===== src/rtl/idex_pkg.sv =====
// Shared types and constants for the ID/EX stage register: payload layout,
// default field widths and the handshake FSM state encoding.
package idex_pkg;

  localparam int XLEN   = 32;
  localparam int SRCA_W = 2;
  localparam int SRCB_W = 3;

  localparam logic [1:0] ST_EMPTY = 2'd0;
  localparam logic [1:0] ST_FULL  = 2'd1;
  localparam logic [1:0] ST_SKID  = 2'd2;

  // Field order matches the flat vector packed by the top: selects in the low bits.
  typedef struct packed {
    logic [XLEN-1:0]   pc;
    logic [XLEN-1:0]   rs1val;
    logic [XLEN-1:0]   rs2val;
    logic [XLEN-1:0]   ls_jal_addr;
    logic [XLEN-1:0]   auipc_lui;
    logic [XLEN-1:0]   ls32_addr;
    logic [SRCA_W-1:0] alu_src_a;
    logic [SRCB_W-1:0] alu_src_b;
  } idex_payload_t;

endpackage


===== src/rtl/idex_slot.sv =====
// One payload register: full synchronous clear, a select-only clear that leaves
// the wide fields untouched, and a load enable.
module idex_slot
  import idex_pkg::*;
#(
  parameter int W     = 197,
  parameter int SEL_W = 5
) (
  input  logic         CLK,
  input  logic         srst,
  input  logic         clr_sel,
  input  logic         load,
  input  logic [W-1:0] d,
  output logic [W-1:0] q
);

  logic [W-1:0] data_reg;

  always_ff @(posedge CLK) begin
    if (srst) begin
      data_reg <= '0;
    end else if (clr_sel) begin
      // Only the ALU selects are zeroed; the rest is don't-care while invalid.
      data_reg[SEL_W-1:0] <= '0;
    end else if (load) begin
      data_reg <= d;
    end
  end

  assign q = data_reg;

endmodule


===== src/rtl/idex_pipe_reg.sv =====
// ID/EX stage register with valid/ready handshake, flush and an optional skid
// slot so decode sees a registered ready while execute stalls.
module idex_pipe_reg
  import idex_pkg::*;
#(
  parameter int XLEN   = idex_pkg::XLEN,
  parameter int SRCA_W = idex_pkg::SRCA_W,
  parameter int SRCB_W = idex_pkg::SRCB_W,
  parameter int SKID   = 1
) (
  input  logic              CLK,
  input  logic              RST,
  input  logic              flush,
  input  logic              in_valid,
  output logic              in_ready,
  input  logic [XLEN-1:0]   InPC,
  input  logic [XLEN-1:0]   Inrs1val,
  input  logic [XLEN-1:0]   Inrs2val,
  input  logic [XLEN-1:0]   InLoadStoreOrjalAddress,
  input  logic [XLEN-1:0]   InauipcOrlui,
  input  logic [XLEN-1:0]   InLoadStore32Address,
  input  logic [SRCA_W-1:0] InALUSourceA,
  input  logic [SRCB_W-1:0] InALUSourceB,
  output logic              out_valid,
  input  logic              out_ready,
  output logic [XLEN-1:0]   PC,
  output logic [XLEN-1:0]   rs1val,
  output logic [XLEN-1:0]   rs2val,
  output logic [XLEN-1:0]   LoadStoreOrjalAddress,
  output logic [XLEN-1:0]   auipcOrlui,
  output logic [XLEN-1:0]   LoadStore32Address,
  output logic [SRCA_W-1:0] ALUSourceA,
  output logic [SRCB_W-1:0] ALUSourceB
);

  localparam int SEL_W = SRCA_W + SRCB_W;
  localparam int PW    = 6 * XLEN + SEL_W;

  logic [1:0]    state_reg;
  logic [1:0]    state_next;
  logic          rst_done_reg;
  logic          accept;
  logic          main_load;
  logic          main_clr_sel;
  logic          main_from_skid;
  logic          skid_load;
  logic [PW-1:0] in_flat;
  logic [PW-1:0] main_d;
  logic [PW-1:0] main_q;
  logic [PW-1:0] skid_q;

  assign in_flat = {InPC, Inrs1val, Inrs2val, InLoadStoreOrjalAddress,
                    InauipcOrlui, InLoadStore32Address, InALUSourceA, InALUSourceB};

  assign {PC, rs1val, rs2val, LoadStoreOrjalAddress,
          auipcOrlui, LoadStore32Address, ALUSourceA, ALUSourceB} = main_q;

  // rst_done_reg holds in_ready low through reset without a path from RST itself.
  always_ff @(posedge CLK) begin
    if (RST) begin
      state_reg    <= ST_EMPTY;
      rst_done_reg <= 1'b0;
    end else begin
      state_reg    <= state_next;
      rst_done_reg <= 1'b1;
    end
  end

  assign out_valid = (state_reg != ST_EMPTY);
  assign in_ready  = (SKID != 0) ? (rst_done_reg && (state_reg != ST_SKID))
                                 : (rst_done_reg && (!out_valid || out_ready));
  assign accept    = in_valid && in_ready;

  always_comb begin
    state_next = state_reg;
    if (flush) begin
      state_next = ST_EMPTY;
    end else begin
      case (state_reg)
        ST_EMPTY: if (accept) state_next = ST_FULL;
        ST_FULL: begin
          if (out_ready) begin
            state_next = accept ? ST_FULL : ST_EMPTY;
          end else if (accept && (SKID != 0)) begin
            state_next = ST_SKID;
          end
        end
        ST_SKID:  if (out_ready) state_next = ST_FULL;
        default:  state_next = ST_EMPTY;
      endcase
    end
  end

  always_comb begin
    main_load      = 1'b0;
    main_from_skid = 1'b0;
    skid_load      = 1'b0;
    main_clr_sel   = flush;
    if (!flush) begin
      case (state_reg)
        ST_EMPTY: main_load = accept;
        ST_FULL: begin
          main_load = accept && out_ready;
          skid_load = accept && !out_ready;
        end
        ST_SKID: begin
          main_load      = out_ready;
          main_from_skid = 1'b1;
        end
        default: main_load = 1'b0;
      endcase
    end
  end

  assign main_d = main_from_skid ? skid_q : in_flat;

  idex_slot #(.W(PW), .SEL_W(SEL_W)) u_main (
    .CLK     (CLK),
    .srst    (RST),
    .clr_sel (main_clr_sel),
    .load    (main_load),
    .d       (main_d),
    .q       (main_q)
  );

  generate
    if (SKID != 0) begin : g_skid
      idex_slot #(.W(PW), .SEL_W(SEL_W)) u_skid (
        .CLK     (CLK),
        .srst    (RST),
        .clr_sel (1'b0),
        .load    (skid_load),
        .d       (in_flat),
        .q       (skid_q)
      );
    end else begin : g_no_skid
      assign skid_q = '0;
    end
  endgenerate

endmodule


===== config.mk =====
export PLATFORM = sky130hd
export DESIGN_NAME = idex_pipe_reg
export DESIGN_NICKNAME = d
export VERILOG_FILES = /design/src/rtl/idex_pkg.sv /design/src/rtl/idex_slot.sv /design/src/rtl/idex_pipe_reg.sv
export SDC_FILE = /design/constraint.sdc
export NUM_CORES = 1
export LEC_CHECK = 0
export CORE_AREA = 2 2 189 191
export CTS_CLUSTER_SIZE = 8
export DETAILED_ROUTE_END_ITERATION = 10
export DIE_AREA = 0 0 191 193
export HOLD_SLACK_MARGIN = 0.02
export PLACE_DENSITY_LB_ADDON = 0.12
export SETUP_SLACK_MARGIN = 0.2
export SYNTH_ARGS = -nofsm -noshare
export SYNTH_HDL_FRONTEND = slang
export SYNTH_SLANG_ARGS = --single-unit

===== constraint.sdc =====
create_clock -name CLK -period 5.2 [get_ports CLK]
set_clock_uncertainty 0.05 [all_clocks]
set_input_delay 1.3 -clock CLK [delete_from_list [all_inputs] [get_ports CLK]]
set_output_delay 1.3 -clock CLK [all_outputs]
set_load 0.05 [all_outputs]

==> flow_summary.yaml <==
status:
  outcome: "complete, no violations"
yosys:
  synth.area.top_cells: "dfxtp_1, mux2i_1, nand2_1, a211oi_1, a21oi_1"
  synth_ff_type: "dfxtp_1"
  synth_fp_nets: 1958
  synth.most_common_cell: "dfxtp_1"
  synth.avg_cell_area_um2: 8.77
  synth_common_cells: "dfxtp_1, nand2_1, a21oi_1"
  synth_top_cell_by_area: "dfxtp_1"
  synth_edf_count: 0
  seq_area_frac_synth: 0.516
  syn_inst: 1756
  synthArstFlopShare: 0
  synth_top_cell_area_share: 0.516
  synthDistinctLibCells: 24
  ys_ff_latch: 397
  syn_area_mm2: 0.0154
  yosys_warnings: 0
timing:
  hold_slack_ns: 0.400
  fmax_mhz: 250
  min_period_ns: 4.00
  timing.final.crit_share: 0.768
  setup_viol: 0
  slew_headroom: 0.302
  tightest_slew_ns: 1.05
  timing_hold_violations_final: 0
  rsz0062_at_grt: "no"
  drv_slew: 0
  finalSetupTns_ns: 0
worst_hold_path:
  hold_path.class: "flip-flop to flip-flop"
layout:
  stdcell_count: 2542
  drive_gt1_frac: 0.0381
  final_nets: 2277
  area_delta_synth_final_pct: 36.3
  utilization: 0.601
clock_network:
  clkSlewWorstSetupHoldPaths_ns: 0.05
  cts_tree: "yes"
  numCtsBuffers: 55
  cts_max_level: 2
  clock_sinks: 397
  cts_buffer_depth: 3
  clk_latency_ns: 0.56
  cts_resized: 0
  root_buffer: "clkbuf_16"
  ctsHoldBuffers: 0
  cts_setup_buffers: 0
pwr:
  p_per_area_mw_per_mm2: 342
  p_leak_nw: 8.36
  irDropWorstVdd_v: 0.000258
routing:
  ant_nets: 0
  drc: 0
  vias_per_cell: 5.15
  wl_per_cell_um: 16.6
  first_pass_iters: 5
  dr.first_iter.drc_count: 690
  via_count: 13100
  drt_wl_total_um: 42300
critical_path:
  start_kind: "flip-flop"
  endpoint_kind: "primary output"
  cp_slowest_stage_delay_ns: 0.80
  critPathMaxFanout: 37
  critPathKind: "flip-flop to primary output"
  cp.required_ns: 3.85
  critical-path-slowest-cell: "clkdlybuf4s50_1"
  cp_cell_sequence: "nand2b_4 -> and2_1 -> clkdlybuf4s50_1"
  crit_arrival_ns: 2.65
floorplanning:
  die_w_um: 191
  core_mm2: 0.0350
  die_area_mm2: 0.0369
  start_util: 0.441
  num_rows: 69
  pin_count: 401
  dieHeight_um: 193
placement:
  gp_congestion: 0.790
  hpwl_um: 26200
  dp_cells: 2479
  port_buffers: 400
global_routing:
  gr-total-overflow: 0
  grt_pass1_vias: 12100
  grt_usage: 0.217
  grt_max_degree: 196
  grt_pass1_wl_um: 64200
  grt_antenna_before_repair: 8
run:
  max-cap-violations: 0
cell type report:
cell class | instances | area [µm²]
fill | 3134 | 14000
sequential | 397 | 7950
multi-input combinational | 1203 | 6830
timing repair buffer | 415 | 4200
clock buffer | 57 | 1430
tap | 461 | 577
antenna | 5 | 12.5
inverter | 3 | 11.3
clock inverter | 1 | 5.00
metrics by stage:
stage                     cell area (µm²)  worst slack (ns)  total power [W]
after CTS                           21000              1.16          0.00726
after global placement              19600              1.50          0.00413
after floorplan                     15400              2.21          0.00375
after global routing                21000              1.07          0.00744
final                               21000              1.20          0.00717
after detailed placement            19600              1.40          0.00415
worst paths after layout:
kind | start | to | slack, ns | depth (start not counted)
hold / removal | g_skid.u_skid.q[53] | g_skid.u_skid.q[53] | 0.40 | 2
setup / recovery | state_reg[0] | in_ready | 1.20 | 3
setup reg to reg | state_reg[0] | u_main.q[101] | 2.49 | 4
hold reg to reg | g_skid.u_skid.q[53] | g_skid.u_skid.q[53] | 0.40 | 2
cells in the final DEF, fill, tap and decap left out:
cell type / synthesis / routed
o32ai_1: 1 / 1
clkdlybuf4s50_1: 0 / 399
inv_1: 3 / 3
or4bb_1: 1 / 1
clkbuf_16: 0 / 57
diode_2: 0 / 5
nand2b_4: 0 / 1
a221oi_1: 1 / 1
and3b_4: 0 / 1
buf_8: 0 / 1
clkinv_2: 0 / 1
nand3b_1: 1 / 1
nor2b_1: 2 / 2
nand2_1: 395 / 395
and3b_1: 2 / 1
and2_1: 1 / 1
o21ai_0: 1 / 1
nor3_1: 1 / 1
o22a_1: 1 / 1
a211oi_1: 196 / 196
nor2_1: 198 / 198
buf_12: 0 / 6
a21oi_1: 200 / 200
buf_4: 1 / 9
or2_2: 2 / 2
o41ai_4: 0 / 1
mux2i_1: 198 / 198
dfxtp_1: 397 / 397
layer usage:
metal,wire [µm],GRT usage,vias up,share of wire
met5,52,0,-,0.0012
met4,1090,0.0832,8,0.026
met3,3610,0.0762,64,0.085
met2,19700,0.351,350,0.47
met1,17800,0.266,6014,0.42
li1,-,-,6656,-
logic make-up (layout without fill, tap and decap cells):
family / Yosys count / after routing / synth area share
other: 0 / 5 / 0
AOI/OAI and AO/OA: 401 / 401 / 0.164
buffers and inverters: 156 / 476 / 0.0423
DFF: 397 / 397 / 0.516
muxes: 198 / 198 / 0.129
and+or+nand+nor: 604 / 604 / 0.150
power breakdown:
group	internal (W)	switching [W]
clock network	0.00189	0.00120
registers	0.00314	0.0000437
logic	0.000363	0.000541
worst max-delay path: cells and delay by family (launching register included):
kind	cells	cell delay, ns
and+or+nand+nor	2	0.84
buffers and inverters	1	0.80
DFF	1	0.44
Power figures use the tool's default switching activity.
